===== config.mk =====
export PLATFORM = sky130hd
export DESIGN_NAME = id_ex_stage_register
export DESIGN_NICKNAME = d
export VERILOG_FILES = /design/src/rtl/id_ex_stage_register.sv
export SDC_FILE = /design/constraint.sdc
export NUM_CORES = 1
export LEC_CHECK = 0
export BUFFER_PORTS_ARGS = -buffer_cell sky130_fd_sc_hd__clkbuf_2
export CORE_ASPECT_RATIO = 0.75
export CORE_UTILIZATION = 30
export CTS_BUF_LIST = sky130_fd_sc_hd__clkbuf_16
export DETAILED_ROUTE_END_ITERATION = 8
export MAX_ROUTING_LAYER = met4
export PLACE_DENSITY = 0.62
export SETUP_SLACK_MARGIN = 0.4
export SYNTH_ARGS = -nofsm -noshare
export SYNTH_HDL_FRONTEND = slang
export SYNTH_SLANG_ARGS = --single-unit

===== constraint.sdc =====
create_clock -name Clk -period 6.7 [get_ports Clk]
set_input_delay 0.67 -clock Clk [delete_from_list [all_inputs] [get_ports Clk]]
set_output_delay 0.67 -clock Clk [all_outputs]
set_load 0.01 [all_outputs]

===== src/rtl/id_ex_stage_register.sv =====
// ID/EX pipeline register: captures the decoded bundle, detects load-use hazards
// against the instruction in EX, inserts bubbles and counts them (saturating).
module id_ex_stage_register #(
  parameter int DATA_WIDTH     = 32,
  parameter int REG_ADDR_WIDTH = 5,
  parameter int CNT_WIDTH      = 16
) (
  input  logic                      Clk,
  input  logic                      Rst,
  input  logic                      Hold,
  input  logic                      Flush,
  input  logic                      Valid_in,
  input  logic                      RegDst_in,
  input  logic                      MemRead_in,
  input  logic                      MemToReg_in,
  input  logic                      MemWrite_in,
  input  logic                      ALUSrc_in,
  input  logic                      RegWrite_in,
  input  logic [3:0]                ALUOp_in,
  input  logic [DATA_WIDTH-1:0]     PCPlus4_in,
  input  logic [DATA_WIDTH-1:0]     ReadData1_in,
  input  logic [DATA_WIDTH-1:0]     ReadData2_in,
  input  logic [DATA_WIDTH-1:0]     SignExt_in,
  input  logic [REG_ADDR_WIDTH-1:0] Rs_in,
  input  logic [REG_ADDR_WIDTH-1:0] Rt_in,
  input  logic [REG_ADDR_WIDTH-1:0] Rd_in,
  output logic                      RegDst_out,
  output logic                      MemRead_out,
  output logic                      MemToReg_out,
  output logic                      MemWrite_out,
  output logic                      ALUSrc_out,
  output logic                      RegWrite_out,
  output logic [3:0]                ALUOp_out,
  output logic [DATA_WIDTH-1:0]     PCPlus4_out,
  output logic [DATA_WIDTH-1:0]     ReadData1_out,
  output logic [DATA_WIDTH-1:0]     ReadData2_out,
  output logic [DATA_WIDTH-1:0]     SignExt_out,
  output logic [REG_ADDR_WIDTH-1:0] Rs_out,
  output logic [REG_ADDR_WIDTH-1:0] Rt_out,
  output logic [REG_ADDR_WIDTH-1:0] Rd_out,
  output logic                      Valid_out,
  output logic                      HazardStall,
  output logic [CNT_WIDTH-1:0]      BubbleCount
);

  // Control bundle layout: {RegDst, MemRead, MemToReg, MemWrite, ALUSrc, RegWrite, ALUOp[3:0]}
  localparam int CTRL_W      = 10;
  localparam int MEMREAD_BIT = 8;
  localparam logic [CTRL_W-1:0]         CTRL_NOP = {CTRL_W{1'b0}};
  localparam logic [REG_ADDR_WIDTH-1:0] REG_ZERO = {REG_ADDR_WIDTH{1'b0}};
  localparam logic [CNT_WIDTH-1:0]      CNT_MAX  = {CNT_WIDTH{1'b1}};
  localparam logic [CNT_WIDTH-1:0]      CNT_ONE  = {{(CNT_WIDTH-1){1'b0}}, 1'b1};

  logic [CTRL_W-1:0]         ctrl_in_s;
  logic [CTRL_W-1:0]         ctrl_q, ctrl_d;
  logic                      valid_q, valid_d;
  logic [DATA_WIDTH-1:0]     pc_plus4_q, pc_plus4_d;
  logic [DATA_WIDTH-1:0]     read_data1_q, read_data1_d;
  logic [DATA_WIDTH-1:0]     read_data2_q, read_data2_d;
  logic [DATA_WIDTH-1:0]     sign_ext_q, sign_ext_d;
  logic [REG_ADDR_WIDTH-1:0] rs_q, rs_d;
  logic [REG_ADDR_WIDTH-1:0] rt_q, rt_d;
  logic [REG_ADDR_WIDTH-1:0] rd_q, rd_d;
  logic [CNT_WIDTH-1:0]      bubble_cnt_q, bubble_cnt_d;
  logic                      hazard_s;
  logic                      bubble_s;

  assign ctrl_in_s = {RegDst_in, MemRead_in, MemToReg_in, MemWrite_in,
                      ALUSrc_in, RegWrite_in, ALUOp_in};

  // A load in EX whose target is read by the ID instruction; $zero is never a dependency.
  assign hazard_s = ~Hold & ctrl_q[MEMREAD_BIT] & valid_q & (rt_q != REG_ZERO) & Valid_in &
                    ((rt_q == Rs_in) | (rt_q == Rt_in));
  assign bubble_s = Flush | hazard_s;

  // Next-state selection: hold, bubble, or normal load.
  always_comb begin
    ctrl_d       = ctrl_q;
    valid_d      = valid_q;
    pc_plus4_d   = pc_plus4_q;
    read_data1_d = read_data1_q;
    read_data2_d = read_data2_q;
    sign_ext_d   = sign_ext_q;
    rs_d         = rs_q;
    rt_d         = rt_q;
    rd_d         = rd_q;
    bubble_cnt_d = bubble_cnt_q;
    if (Hold) begin
      bubble_cnt_d = bubble_cnt_q;
    end else begin
      pc_plus4_d   = PCPlus4_in;
      read_data1_d = ReadData1_in;
      read_data2_d = ReadData2_in;
      sign_ext_d   = SignExt_in;
      rs_d         = Rs_in;
      rt_d         = Rt_in;
      rd_d         = Rd_in;
      if (bubble_s) begin
        ctrl_d  = CTRL_NOP;
        valid_d = 1'b0;
        if (bubble_cnt_q != CNT_MAX) begin
          bubble_cnt_d = bubble_cnt_q + CNT_ONE;
        end else begin
          bubble_cnt_d = bubble_cnt_q;
        end
      end else begin
        valid_d = Valid_in;
        if (Valid_in) begin
          ctrl_d = ctrl_in_s;
        end else begin
          ctrl_d = CTRL_NOP;
        end
      end
    end
  end

  // Stage register with asynchronous clear.
  always_ff @(posedge Clk or posedge Rst) begin
    if (Rst) begin
      ctrl_q       <= CTRL_NOP;
      valid_q      <= 1'b0;
      pc_plus4_q   <= {DATA_WIDTH{1'b0}};
      read_data1_q <= {DATA_WIDTH{1'b0}};
      read_data2_q <= {DATA_WIDTH{1'b0}};
      sign_ext_q   <= {DATA_WIDTH{1'b0}};
      rs_q         <= REG_ZERO;
      rt_q         <= REG_ZERO;
      rd_q         <= REG_ZERO;
      bubble_cnt_q <= {CNT_WIDTH{1'b0}};
    end else begin
      ctrl_q       <= ctrl_d;
      valid_q      <= valid_d;
      pc_plus4_q   <= pc_plus4_d;
      read_data1_q <= read_data1_d;
      read_data2_q <= read_data2_d;
      sign_ext_q   <= sign_ext_d;
      rs_q         <= rs_d;
      rt_q         <= rt_d;
      rd_q         <= rd_d;
      bubble_cnt_q <= bubble_cnt_d;
    end
  end

  assign {RegDst_out, MemRead_out, MemToReg_out, MemWrite_out,
          ALUSrc_out, RegWrite_out, ALUOp_out} = ctrl_q;
  assign Valid_out     = valid_q;
  assign PCPlus4_out   = pc_plus4_q;
  assign ReadData1_out = read_data1_q;
  assign ReadData2_out = read_data2_q;
  assign SignExt_out   = sign_ext_q;
  assign Rs_out        = rs_q;
  assign Rt_out        = rt_q;
  assign Rd_out        = rd_q;
  assign HazardStall   = hazard_s;
  assign BubbleCount   = bubble_cnt_q;

endmodule

==> metrics <==
status finished, final reports clean; Final Power 2.55 mW; grt total ovfl 0; asr flop ratio synth 100%; Worst-Skew Late Latency 0.41 ns; fin. max-slew vios 0; minimum period implied by the final worst setup slack 2.49 ns; RSZ-0062 raised after global routing false; Initial DRC Count 207; cts hold-fix bufs 0; Max Cap Violations 0; Cell variety after synth 31; Crit Path Max Fanout 106; vias in the first global route 4,865; Area Growth Syn to Fin 36.6%; Critical Path RT 6.03 ns; Startpoint Class input port; drt via density 4.30; top-area cell type share of the netlist area 63.0%; Relative slew margins 36.8%; antenna violations before repair 0; core area 0.0221 mm²; DR DRC count 0; EDFF count, synth 0; Boundary Pins 329; final hold violations 0; commonest non-fill, non-tap cell in the layout clkbuf_2; Total Routed Length 15,600 µm; GP Congestion 0.732; Pleak 4.50 nW; routed len/inst 14.4 µm; final setup margin 4.21 ns; fill count 2,165; antenna-violating nets left 0; post-synthesis cell count 451; Yosys top cell by area dfrtp_1; total track usage 14.2%; Clock Skew 0.0119 ns; top cells by area, synth dfrtp_1 (63%), mux2_2 (24%), xnor2_1 (1.6%); worst vdd ir 180 µV; Avg Cell Area, Syn 15.0 µm²; number of diodes 0; final period utilization 37.2%; fraction of final layout cells sized beyond drive strength 1 65.7%; sequential area share after synthesis 63.0%; setup_tns 0 ns; CP arrival 1.82 ns; post_cts resized 0; first-pass GRT wire length 25,200 µm; Final Setup Violations 0; slew of the pin with the lowest slew margin 0.947 ns; Post-Synthesis Cell Area 0.00675 mm²; maximum clock path buffer count 2; Die Span Y 132 µm; fmax 401 MHz; CP top delay family buffers and inverters; YS warnings 0; die footprint 0.0231 mm²; Worst-path clk slew 0.06 ns; Yosys reg bits 170; number of core rows 47; TritonCTS clock tree done; H-tree depth 4; nets 939; TritonRoute pass-1 iters 4; critical path endpoint category output pin; Critical Path, Cell by Cell buf_6, nand4b_1, a21oi_2, nand2_1, inv_1, clkbuf_2; Area after DPL 0.00868 mm²; most frequent cells in the layout clkbuf_2 (327), dfrtp_1 (170), mux2_2 (144), nand2_1 (21), clkbuf_16 (17); initial core utilization 30.6%; CP peak stage delay 0.56 ns; via count 4,663; ys flop type dfrtp_1; dpl hpwl 11,300 µm; largest net degree at the start of global routing 107; pre-CTS setup slack 3.93 ns; Chip Width 175 µm; Hold Slack 0.435 ns; PwrDens 276 mW/mm²; TritonCTS buffer count 17; WS Path Type in -> out; min-delay worst type in -> async; fin area 0.00922 mm²; CP max-delay cell buf_6; post-CTS setup repair buffer count 0; CP Buf/Inv Count 3; post-synthesis net count 610; Sink Count 170; port buffer count 328; Root Driver clkbuf_16
==> stage by stage <==
stage	std cells	utilization, %
3_5_place_dp	1055	39.4
4_1_cts	1085	41.8
5_1_grt	1085	41.8
3_3_place_gp	1055	39.4
2_1_floorplan	451	-
6_report	1085	41.8
==> registers in the layout (all words and copies together), names as in the netlist <==
register and cells:
Rs_out 5, BubbleCount 16, Valid_out 1, ctrl_q 10, Rd_out 5, Rt_out 5, ReadData2_out 32, SignExt_out 32
ReadData1_out 32, PCPlus4_out 32
==> area by class of cell <==
cell class | count | area, µm² | area share [%]
inverter | 5 | 23.8 | 0.258
multi-input combinational | 256 | 2370 | 25.7
clock buffer | 17 | 425 | 4.62
timing repair buffer | 330 | 1660 | 18.0
tap | 294 | 368 | 3.99
sequential | 170 | 4250 | 46.2
clock inverter | 13 | 111 | 1.21
==> routing by layer <==
layer  global-route usage (%)  routed length (µm)  vias to the layer above
met3                     4.09                1020                       10
met5                        -                   0                        -
met4                     3.19                 149                        0
met2                     22.2                7430                      189
li1                         -                   -                     2222
met1                     18.2                6990                     2242
==> path summary, 6_finish.rpt <==
| path | to | slack, ns | depth (start not counted) | start |
|---|---|---|---|---|
| max | HazardStall | 4.21 | 6 | Hold |
| min reg2reg | ctrl_q[4] | 0.49 | 2 | ctrl_q[4] |
| max in group asynchronous | SignExt_out[30] | 4.79 | 3 | Rst |
| max reg2reg | BubbleCount[1] | 4.72 | 5 | BubbleCount[5] |
| min | ReadData2_out[1] | 0.43 | 2 | Rst |
| min in group Clk | PCPlus4_out[10] | 0.48 | 2 | PCPlus4_in[10] |
==> power by group <==
group,switching [mW],internal (mW)
combinational,0.206,0.209
clock,0.432,0.482
sequential,0.0802,1.14
==> cells by family after synthesis <==
| kind of cell | count (synthesis) | share of synthesized area (%) |
|---|---|---|
| simple gates | 67 | 5.82 |
| mux | 145 | 24.2 |
| fa+ha+maj | 1 | 0.185 |
| buf+inv | 25 | 1.80 |
| flops | 170 | 63.0 |
| xor+xnor | 24 | 3.12 |
| compound gates | 19 | 1.84 |
==> cell usage after synthesis, drive strengths merged, types with 5 or more instances <==
| library cell | count |
|---|---|
| buf | 12 |
| clkbuf | 8 |
| dfrtp | 170 |
| inv | 5 |
| mux2 | 145 |
| nand2 | 21 |
| nand2b | 9 |
| nand3 | 10 |
| nor2 | 5 |
| nor3 | 10 |
| o21ai | 12 |
| xnor2 | 12 |
| xor2 | 12 |
Note: power is estimated with default switching activity, not from simulation.
